File: src/rtl/sockit_spi_skd.sv
// sockit_spi_skd: stream register slice (skid buffer).
// Registers the forward path (vld/dat) and the backpressure path (rdy)
// so no input reaches any output combinationally. Holds up to two words:
// an output register (obuf/ovld) and one skid register (sbuf/svld).
// Optional transfer counter on cnt_o when SOCKIT_SPI_SKD_CNT_EN is defined.
//
// Handshake: a word moves across a port on a rising clk edge exactly when
// valid and ready are both 1 in that cycle. A source holding valid=1 keeps
// its data stable until ready is seen, and valid never depends on ready.
module sockit_spi_skd #(
    parameter type DT = logic [31:0],
    localparam int DW = $bits(DT)
) (
    input  logic          clk,
    input  logic          rst,
    input  logic          sti_vld_i,
    input  logic [DW-1:0] sti_dat_i,
    output logic          sti_rdy_o,
    output logic          sto_vld_o,
    output logic [DW-1:0] sto_dat_o,
    input  logic          sto_rdy_i,
    output logic [1:0]    dbg_state_o
`ifdef SOCKIT_SPI_SKD_CNT_EN
   ,output logic [31:0]   cnt_o
`endif
);

    // State encoding is {svld, ovld}; 2'b10 cannot be reached.
    localparam logic [1:0] ST_EMPTY = 2'b00;
    localparam logic [1:0] ST_ONE   = 2'b01;
    localparam logic [1:0] ST_FULL  = 2'b11;

    logic          ovld_q, ovld_d;
    logic          svld_q, svld_d;
    logic [DW-1:0] obuf_q, obuf_d;
    logic [DW-1:0] sbuf_q, sbuf_d;
    logic          ti;
    logic          to;

    // Transfers are computed from flop outputs and raw port inputs only.
    assign ti = sti_vld_i & ~svld_q;
    assign to = ovld_q & sto_rdy_i;

    // Next-state selection for the two storage slots.
    always_comb begin
        ovld_d = ovld_q;
        svld_d = svld_q;
        obuf_d = obuf_q;
        sbuf_d = sbuf_q;
        case ({svld_q, ovld_q})
            ST_EMPTY: begin
                if (ti) begin
                    obuf_d = sti_dat_i;
                    ovld_d = 1'b1;
                end
            end
            ST_ONE: begin
                if (ti && to) begin
                    obuf_d = sti_dat_i;
                end else if (ti) begin
                    sbuf_d = sti_dat_i;
                    svld_d = 1'b1;
                end else if (to) begin
                    ovld_d = 1'b0;
                end
            end
            ST_FULL: begin
                // Input is stalled here, so only the output side can move.
                if (to) begin
                    obuf_d = sbuf_q;
                    svld_d = 1'b0;
                end
            end
            default: begin
                ovld_d = 1'b0;
                svld_d = 1'b0;
            end
        endcase
    end

    // Storage registers with synchronous reset clearing both words.
    always_ff @(posedge clk) begin
        if (rst) begin
            ovld_q <= 1'b0;
            svld_q <= 1'b0;
            obuf_q <= '0;
            sbuf_q <= '0;
        end else begin
            ovld_q <= ovld_d;
            svld_q <= svld_d;
            obuf_q <= obuf_d;
            sbuf_q <= sbuf_d;
        end
    end

    assign sto_vld_o   = ovld_q;
    assign sto_dat_o   = obuf_q;
    assign sti_rdy_o   = ~svld_q;
    assign dbg_state_o = {svld_q, ovld_q};

`ifdef SOCKIT_SPI_SKD_CNT_EN
    logic [31:0] cnt_q;

    // Output transfer counter, wraps naturally at 2^32.
    always_ff @(posedge clk) begin
        if (rst) begin
            cnt_q <= '0;
        end else if (to) begin
            cnt_q <= cnt_q + 32'd1;
        end
    end

    assign cnt_o = cnt_q;
`endif

endmodule

File: config.mk
export PLATFORM = sky130hd
export DESIGN_NAME = sockit_spi_skd
export DESIGN_NICKNAME = d
export VERILOG_FILES = /design/src/rtl/sockit_spi_skd.sv
export SDC_FILE = /design/constraint.sdc
export NUM_CORES = 1
export LEC_CHECK = 0
export BUFFER_PORTS_ARGS = -buffer_cell sky130_fd_sc_hd__buf_4
export CAP_MARGIN = 20
export CELL_PAD_IN_SITES_DETAIL_PLACEMENT = 0
export CELL_PAD_IN_SITES_GLOBAL_PLACEMENT = 2
export CORE_AREA = 2 2 120 87
export DETAILED_ROUTE_END_ITERATION = 8
export DIE_AREA = 0 0 122 89
export PLACE_DENSITY_LB_ADDON = 0.1
export RECOVER_POWER = 50
export SYNTH_ARGS = -nofsm -noshare
export SYNTH_HDL_FRONTEND = slang
export SYNTH_SLANG_ARGS = --single-unit
export TNS_END_PERCENT = 10
File: constraint.sdc
create_clock -name clk -period 4.9 [get_ports clk]
set_clock_uncertainty 0.1 [all_clocks]
set_input_delay 0.245 -clock clk [delete_from_list [all_inputs] [get_ports clk]]
set_output_delay 0.245 -clock clk [all_outputs]
set_load 0.01 [all_outputs]
* Word-level counts from Yosys, hierarchy flattened
Index checks and enable logic that the tools add are counted.
Storage, ports and cells: word-level logic and storage cells 37, register bits 66, bits in read-only memories 0, latch bits 0, output and inout bits 36, memories 0, RAM bits 0
Operators by class: bitwise logic cells 6, divide/modulo/power cells 0, add/subtract/negate cells 0, reduce and logical (&&, ||, !) cells 7, equality and inequality tests 9, order comparisons 0, muxes and demuxes 11, $mul 0, shifts and indexed selects 0
Operators with widths (count):
- 32-bit 2-to-1 mux | 3
- 32-bit one-hot mux with 3 select lines | 1
- 2-bit != test (second input constant) | 7
- 4-bit AND reduction | 2
- 1-bit one-hot mux with 3 select lines | 2
- 1-bit 2-to-1 mux | 5
- 5-bit AND reduction | 1
- 1-bit inverter | 4
- 3-bit AND reduction | 1
- 3-bit nonzero test | 1
- 1-bit bitwise AND | 2
- 2-bit by 1-bit == test with 1-bit output (second input constant) | 1
- 2-bit == test (second input constant) | 1
- 2-bit logical NOT | 1
- 1-bit logical AND | 1

* Depth between registers and ports, before layout
Gate-level depths: netlist (run 1).
depth after elaboration 5, mapped depth 7, mapped depth without buffers 5

* Worst setup path after synthesis (run 1)
Ideal clock, no wire load.
path type flip-flop to flip-flop, from reg ovld_q, in the netlist sto_vld_o, to reg obuf_q[0], in the netlist sto_dat_o[0], data arrival time 1.708 ns, buffers on the path 2, stages on the path, launching flop included 7, data required time 4.679 ns, path slack 2.971 ns, path through dfxtp_1 ha_1 buf_2 nor2_1 o221ai_4 buf_6 mux2_4
Between the ends: cells in the longest elaborated chain, start to end 4
Ends and longest elaborated chain:
- start, declared | RTL line 33 | logic ovld_q, ovld_d;
- start signal, assigned | RTL line 89 | ovld_q <= ovld_d;
- 1-bit bitwise AND | RTL line 42 | assign to = ovld_q & sto_rdy_i;
- 1-bit logical AND | RTL line 58 | if (ti && to) begin
- 2-bit != test (no line)
- 4-bit AND reduction (no line)
- end signal, assigned | RTL line 91 | obuf_q <= obuf_d;
- end, declared | RTL line 35 | logic [DW-1:0] obuf_q, obuf_d;
Several ways; a longest one is shown, not always the timed one. A chain may end at the register's enable or synchronous reset.

* Worst setup path in the final report (run 1)
from reg ovld_q, in the netlist sto_vld_o, to reg obuf_q[3], in the netlist sto_dat_o[3]
Same word-level chain as after synthesis.

==> results of run 1 <==
[through the flow]
step	utilization [%]	setup WS (ps)	instances	instance area, um2	hold WS [ps]
detailed placement	40.4	1660	523	3860	367
global placement	40.4	1680	523	3860	360
floorplan	-	2970	352	3300	293
finish	42.2	1700	539	4040	74.5
global route	42.2	1510	539	4040	68.8
CTS	43.7	1620	539	4180	60.6
[report_power, final]
part	switching (W)	internal, W	total [W]	leakage, nW
clock network	0.000239	0.000457	0.000697	0.156
logic	0.000504	0.000462	0.000966	0.848
registers	0.0000837	0.000695	0.000779	0.539
[worst min-delay path, stage by stage]
cell and delay (ps):
buf_4 110, nand3_1 50, a21oi_1 50
[final cells by class]
type | instances | area [um2]
repair buffers | 77 | 439
clock inverters | 5 | 77.6
flip-flops and latches | 66 | 1320
clock buffers | 11 | 243
well taps | 128 | 160
multi-input cells | 247 | 1780
inverters | 5 | 18.8
fillers | 985 | 5530
[sequential cells by signal, indices dropped and copies added (netlist names)]
signal     cells
sbuf_q        32
sto_dat_o     32
sto_vld_o      1
svld_q         1
[worst max path at each step]
stage | slack, ps | to | from | depth (start not counted)
floorplan | 2970 | sto_dat_o[0]$_SDFFE_PP0P_ | sto_vld_o$_SDFFE_PP0P_ | 6
global placement | 1680 | sto_dat_o[3]$_SDFFE_PP0P_ | sto_vld_o$_SDFFE_PP0P_ | 6
detailed placement | 1660 | sto_dat_o[3]$_SDFFE_PP0P_ | sto_vld_o$_SDFFE_PP0P_ | 6
CTS | 1620 | sto_dat_o[3]$_SDFFE_PP0P_ | sto_vld_o$_SDFFE_PP0P_ | 6
global route | 1510 | sto_dat_o[3]$_SDFFE_PP0P_ | sto_vld_o$_SDFFE_PP0P_ | 6
finish | 1700 | sto_dat_o[3]$_SDFFE_PP0P_ | sto_vld_o$_SDFFE_PP0P_ | 6
[cells by family (layout without fill, tap and decap cells)]
family | after synthesis | count (layout) | share of synthesized area (%)
simple gates | 108 | 108 | 16.7
compound gates | 71 | 71 | 11.7
flops | 66 | 66 | 40.0
mux | 64 | 64 | 24.0
buf+inv | 39 | 98 | 5.99
fa+ha+maj | 4 | 4 | 1.52
[layout by cell type, fill, tap and decap left out, types with 2 or more instances in the layout]
cell       Yosys  final
a21oi_1       34     34
mux2i_1       32     32
mux2_2         2      2
and2_1         2      2
nand3_1       33     33
clkinv_2       0      2
mux2_4        30     30
buf_4          4     40
dfxtp_1       66     66
nor2_1        34     34
ha_1           4      4
bufinv_16      0      2
o21ai_0       33     33
nor2b_1       34     34
inv_1          5      5
clkbuf_16      0      9
clkbuf_1      21     38
[metal layers]
metal	up-vias	share of wire, %
met1	1185	50
met4	0	1.5
met2	59	43
met5	-	0
met3	12	4.9
li1	1319	-
==> impl_metrics.yaml, run 1 <==
placement:
  port-buffer-count: 71
  dp_hpwl_mm: 4.72
  gp_congestion: 0.706
clock_tree:
  postCtsHoldBufs: 0
  cts_resized: 0
  clkTransAtPathRegs_ps: 60
  cts_root_buffer: "clkbuf_16"
  cts_buffers: 9
  cts_tree: "yes"
  htreeDepth: 3
  insertion_delay_ps: 340
  cts_sinks: 66
  cts_setup_buffers: 0
  cts_buffer_depth: 2
routing:
  num_vias: 2575
  drc: 0
  drtIter0Drc: 125
  viasPerCell: 4.78
  routed_wl_mm: 8.15
  ant_nets: 0
  avgRoutedWirePerCell_um: 15.1
  drt_pass1_iterations: 4
floorplanning:
  die_area_mm2: 0.0109
  die_h_um: 89
  io_pins: 72
  start_util_pct: 34.5
  die_w_um: 122
  rows: 30
  core_mm2: 0.00957
grt:
  grt_max_degree: 99
  grt_pass1_vias: 2471
  use_met1_pct: 21.0
  antenna_found_initial: 0
  grt_util_met3_pct: 4.85
  grt_pass1_wl_mm: 12.8
  grt_overflow: 0
  use_met2_pct: 23.9
  grtUsageTotal_pct: 15.7
  grt-busiest-layer: "met2"
synthesis:
  syn_area_mm2: 0.00330
  synth_top_flop_cell: "dfxtp_1"
  synth-edff-count: 0
  synthArstFlopShare_pct: 0
  synth_nets: 392
  seq_area_frac_synth_pct: 40.0
  yosys.area.top_type_share_pct: 40.0
  synth.most_common_cell: "dfxtp_1"
  synthTopCellsByArea: "dfxtp_1 40%, mux2_4 14%, mux2i_1 9.7%"
  synth_cells: 352
  yosys_warnings: 0
  avgSynthCellArea_um2: 9.38
  synth_top_cell_by_area: "dfxtp_1"
  synth_common_cells: "66 x dfxtp_1, 34 x a21oi_1, 34 x nor2_1, 34 x nor2b_1"
  ys_types: 25
  synth-seq-cells: 66
worst_setup_path:
  crit_buf_inv: 2
  critPathArrivalTime_ps: 3320
  critPathTopFamily: "buffers and inverters"
  slowest_delay_ps: 730
  crit_type: "flop to flop"
  ff2ff_path_depth: 6
  critical_path.max_fanout: 37
  r2r_slack_ps: 1700
  r2r_start: "sto_vld_o$_SDFFE_PP0P_"
  critical_path.endpoint_type: "flop"
  startpoint_type: "flop"
  cpMaxStageDelayCell: "o221ai_4"
  worstPathCellList: "ha_1 > buf_4 > nor2_1 > o221ai_4 > buf_4 > mux2_2"
  path_common_cell: "buf_4"
  r2r-end: "sto_dat_o[3]$_SDFFE_PP0P_"
  cp.required_ps: 5020
sta:
  hold_violations: 0
  fin_crit_ps: 3200
  rsz0062_at_grt: "no"
  final_max_slew_viol_count: 0
  tightest_slew_ps: 1250
  max_clock_freq_mhz: 313
  fin_tns_setup_ps: 0
  slew_headroom_pct: 16.9
  fin_crit_sh_pct: 65.2
  setup_viol: 0
job:
  drv_cap: 0
pwr:
  power.total_w: 0.00244
  ir_drop_uv: 265
  p_per_area_mw_per_mm2: 604
  p_leak_nw: 1.54
final_layout:
  syn_to_final_growth_pct: 22.4
  drive_above_1_share_pct: 21.4
  antennaDiodeCount: 0
  nNetsFinal: 446
hold_path:
  hold_class: "input pin to flop"
  hold_start: "sti_dat_i[29]"
  hold-path-endpoint: "sbuf_q[29]$_SDFFE_PP0P_"
  holdPathStages: 3
outcome:
  outcome: "finished, final reports clean"
Power figures use the tool's default switching activity.
==> inputs of run 2 (changes only) <==
--- a/config.mk
+++ b/config.mk
@@ -5,13 +5,14 @@
 export SDC_FILE = /design/constraint.sdc
 export NUM_CORES = 1
 export LEC_CHECK = 0
+export ABC_AREA = 1
 export BUFFER_PORTS_ARGS = -buffer_cell sky130_fd_sc_hd__buf_4
 export CAP_MARGIN = 20
 export CELL_PAD_IN_SITES_DETAIL_PLACEMENT = 0
 export CELL_PAD_IN_SITES_GLOBAL_PLACEMENT = 2
-export CORE_AREA = 2 2 120 87
+export CORE_AREA = 2 2 126 91
 export DETAILED_ROUTE_END_ITERATION = 8
-export DIE_AREA = 0 0 122 89
+export DIE_AREA = 0 0 128 93
 export PLACE_DENSITY_LB_ADDON = 0.1
 export RECOVER_POWER = 50
 export SYNTH_ARGS = -nofsm -noshare
==> constraint.sdc (replaced) <==
create_clock -name clk -period 3.3 [get_ports clk]
set_clock_uncertainty 0.1 [all_clocks]
set_input_delay 0.165 -clock clk [delete_from_list [all_inputs] [get_ports clk]]
set_output_delay 0.165 -clock clk [all_outputs]
set_load 0.01 [all_outputs]
==> run 2 against run 1 <==
- via count increased by 14%
- synthesized cell count up 21%
- combinational power is 34% higher
- final cell count up 21%
- critical endpoint is now sto_dat_o[15]$_SDFFE_PP0P_
==> impl_metrics.yaml, run 2 <==
routing:
  ant_nets: 0
  drt_pass1_iterations: 4
  drc: 0
  route.met2.wl_mm: 3.53
  num_vias: 2938
  wl_met1_mm: 4.57
  avgRoutedWirePerCell_um: 13.2
  wl_met3_um: 366
  drtIter0Drc: 148
  dr.max_layer_used: "met4"
  routed_wl_mm: 8.61
  viasPerCell: 4.50
floorplanning:
  start_util_pct: 28.4
  die_h_um: 93
  core_mm2: 0.0107
  die_area_mm2: 0.0119
  io_pins: 72
  die_w_um: 128
  rows: 32
clock_tree:
  htreeDepth: 3
  cts_buffers: 9
  clkTransAtPathRegs_ps: 60
  cts_setup_buffers: 0
  insertion_delay_ps: 330
  cts_root_buffer: "clkbuf_16"
  cts_sinks: 66
  cts_tree: "yes"
  cts_buffer_depth: 2
sta:
  fin_tns_setup_ps: 0
  fin_crit_sh_pct: 76.8
  setup_slack_ps: 765
  fin_crit_ps: 2530
  rsz0062_at_grt: "no"
  setup_viol: 0
  hold_violations: 0
  slew_headroom_pct: 24.1
  final_max_slew_viol_count: 0
  max_clock_freq_mhz: 395
  tightest_slew_ps: 1140
placement:
  gp_congestion: 0.787
  dp_hpwl_mm: 5.02
  port-buffer-count: 71
  placed_cells: 604
  post-place-ws_ps: 926
pwr:
  p_comb_share_pct: 38.5
  p_sw_w: 0.00133
  p_int_w: 0.00202
  clockPowerShare_pct: 27.4
  p_leak_nw: 1.80
  ir_drop_uv: 329
  p_seq_share_pct: 34.1
  swShare_pct: 39.7
  p_per_area_mw_per_mm2: 827
worst_setup_path:
  r2r_slack_ps: 770
  worstPathCellList: "ha_1 > buf_4 > inv_2 > a21boi_0 > nand3_1 > nand2_1 > nor2_1"
  critical_path.max_fanout: 33
  startpoint_type: "flop"
  crit_buf_inv: 2
  crit_type: "flop to flop"
  critical_path.endpoint_type: "flop"
  critPathArrivalTime_ps: 2660
  cp.required_ps: 3430
  slowest_delay_ps: 640
  cpMaxStageDelayCell: "ha_1"
  critPathTopFamily: "buffers and inverters"
synthesis:
  ys_types: 23
  synth_nets: 466
  synth-seq-cells: 66
  synth_common_cells: "133 x nor2_1, 75 x nand2_1, 66 x dfxtp_1, 33 x nand3_1, 29 x a21boi_0"
  synth_cells: 426
  synth.most_common_cell: "nor2_1"
  synthTopCellsByArea: "dfxtp_1 43%, nor2_1 16%, nand2_1 9.2%"
  synth_top_flop_cell: "dfxtp_1"
  seq_area_frac_synth_pct: 43.4
  synth-edff-count: 0
  syn_area_mm2: 0.00304
  synthArstFlopShare_pct: 0
  synth_top_cell_by_area: "dfxtp_1"
  avgSynthCellArea_um2: 7.15
  yosys.area.top_type_share_pct: 43.4
  yosys_warnings: 0
final_layout:
  nNetsFinal: 552
  nFillCells: 1175
  drive_above_1_share_pct: 12.4
  syn_to_final_growth_pct: 33.2
  antennaDiodeCount: 0
  final_cell_mix: "133 x nor2_1, 75 x nand2_1, 66 x dfxtp_1"
  multi_input_area_mm2: 0.00149
  final_util_pct: 37.8
  regArea_mm2: 0.00132
  final_cells: 653
  final_common_cell: "nor2_1"
grt:
  grt_pass1_wl_mm: 14.2
  antenna_found_initial: 0
  grt_max_degree: 67
  grt_pass1_vias: 2800
  grt_overflow: 0
  grtUsageTotal_pct: 15.3
outcome:
  outcome: "finished, final reports clean"
job:
  drv_cap: 0
hold_path:
  hold_class: "input pin to flop"
## run 2: cell count changes in the layout (fill, tap and decap cells not counted), sizes merged, moves of 4 or more
| cell | delta |
|---|---|
| inv | +4 |
| dlygate4sd3 | +32 |
| nor2 | +102 |
| nor2b | -34 |
| nand2 | +77 |
| a21boi | +32 |
| a21oi | -32 |
| mux2 | -32 |
| mux2i | -32 |
## run 2: kinds of logic after synthesis
group	after synthesis	share of synthesized area [%]
AND/OR/NAND/NOR	250	33.8
AO/OA/AOI/OAI	66	13.6
buffers and inverters	40	7.52
flip-flops	66	43.4
adder cells (fa/ha/maj)	4	1.64
## run 2: tightest hold or removal path: stages
cell	delay [ps]
buf_4	130
nand4_1	100
a21oi_1	70
nor2_1	90
## run 2: through the flow
step / area (um2) / hold slack [ps] / total power [W]
6_report: 4060 / 165 / 0.00335
5_1_grt: 4060 / 187 / 0.00365
4_1_cts: 4170 / 153 / 0.00353
3_5_place_dp: 3570 / 305 / 0.00256
3_3_place_gp: 3570 / 300 / 0.00255
2_1_floorplan: 3040 / 200 / 0.00219
## run 2: repair_timing
action                    in CTS  in global routing
hold endpoints to repair      32                  0
gates resized for setup        0                  0
hold buffers                  32                  0
## run 2: layout make-up
| type | instances | share of cell area [%] |
|---|---|---|
| multi-input cells | 320 | 36.7 |
| flip-flops and latches | 66 | 32.6 |
| repair buffers | 106 | 18.7 |
| inverters | 9 | 0.833 |
| clock inverters | 2 | 0.247 |
| clock buffers | 14 | 6.76 |
| well taps | 136 | 4.20 |
## run 2: worst paths after layout
check / startpoint / endpoint / cells after the start
setup reg to reg: sto_vld_o$_SDFFE_PP0P_ / sto_dat_o[15]$_SDFFE_PP0P_ / 7
hold reg to reg: sto_dat_o[28]$_SDFFE_PP0P_ / sto_dat_o[28]$_SDFFE_PP0P_ / 2
setup / recovery: sto_vld_o$_SDFFE_PP0P_ / sto_dat_o[15]$_SDFFE_PP0P_ / 7
hold / removal: sti_vld_i / svld_q$_SDFFE_PP0P_ / 4
## run 2: metal layers
layer  vias up  GRT usage (%)
li1       1528              -
met3        14           4.58
met1      1337           20.8
met5         -              0
met2        59           23.0
met4         0           5.86
## run 2: power groups by stage
stage               clock network [W]  logic, W  registers, W
floorplan                           0  0.000979       0.00121
global placement                    0   0.00139       0.00116
detailed placement                  0   0.00139       0.00116
CTS                          0.000951   0.00143       0.00115
global route                 0.000993   0.00148       0.00118
finish                       0.000918   0.00129       0.00114
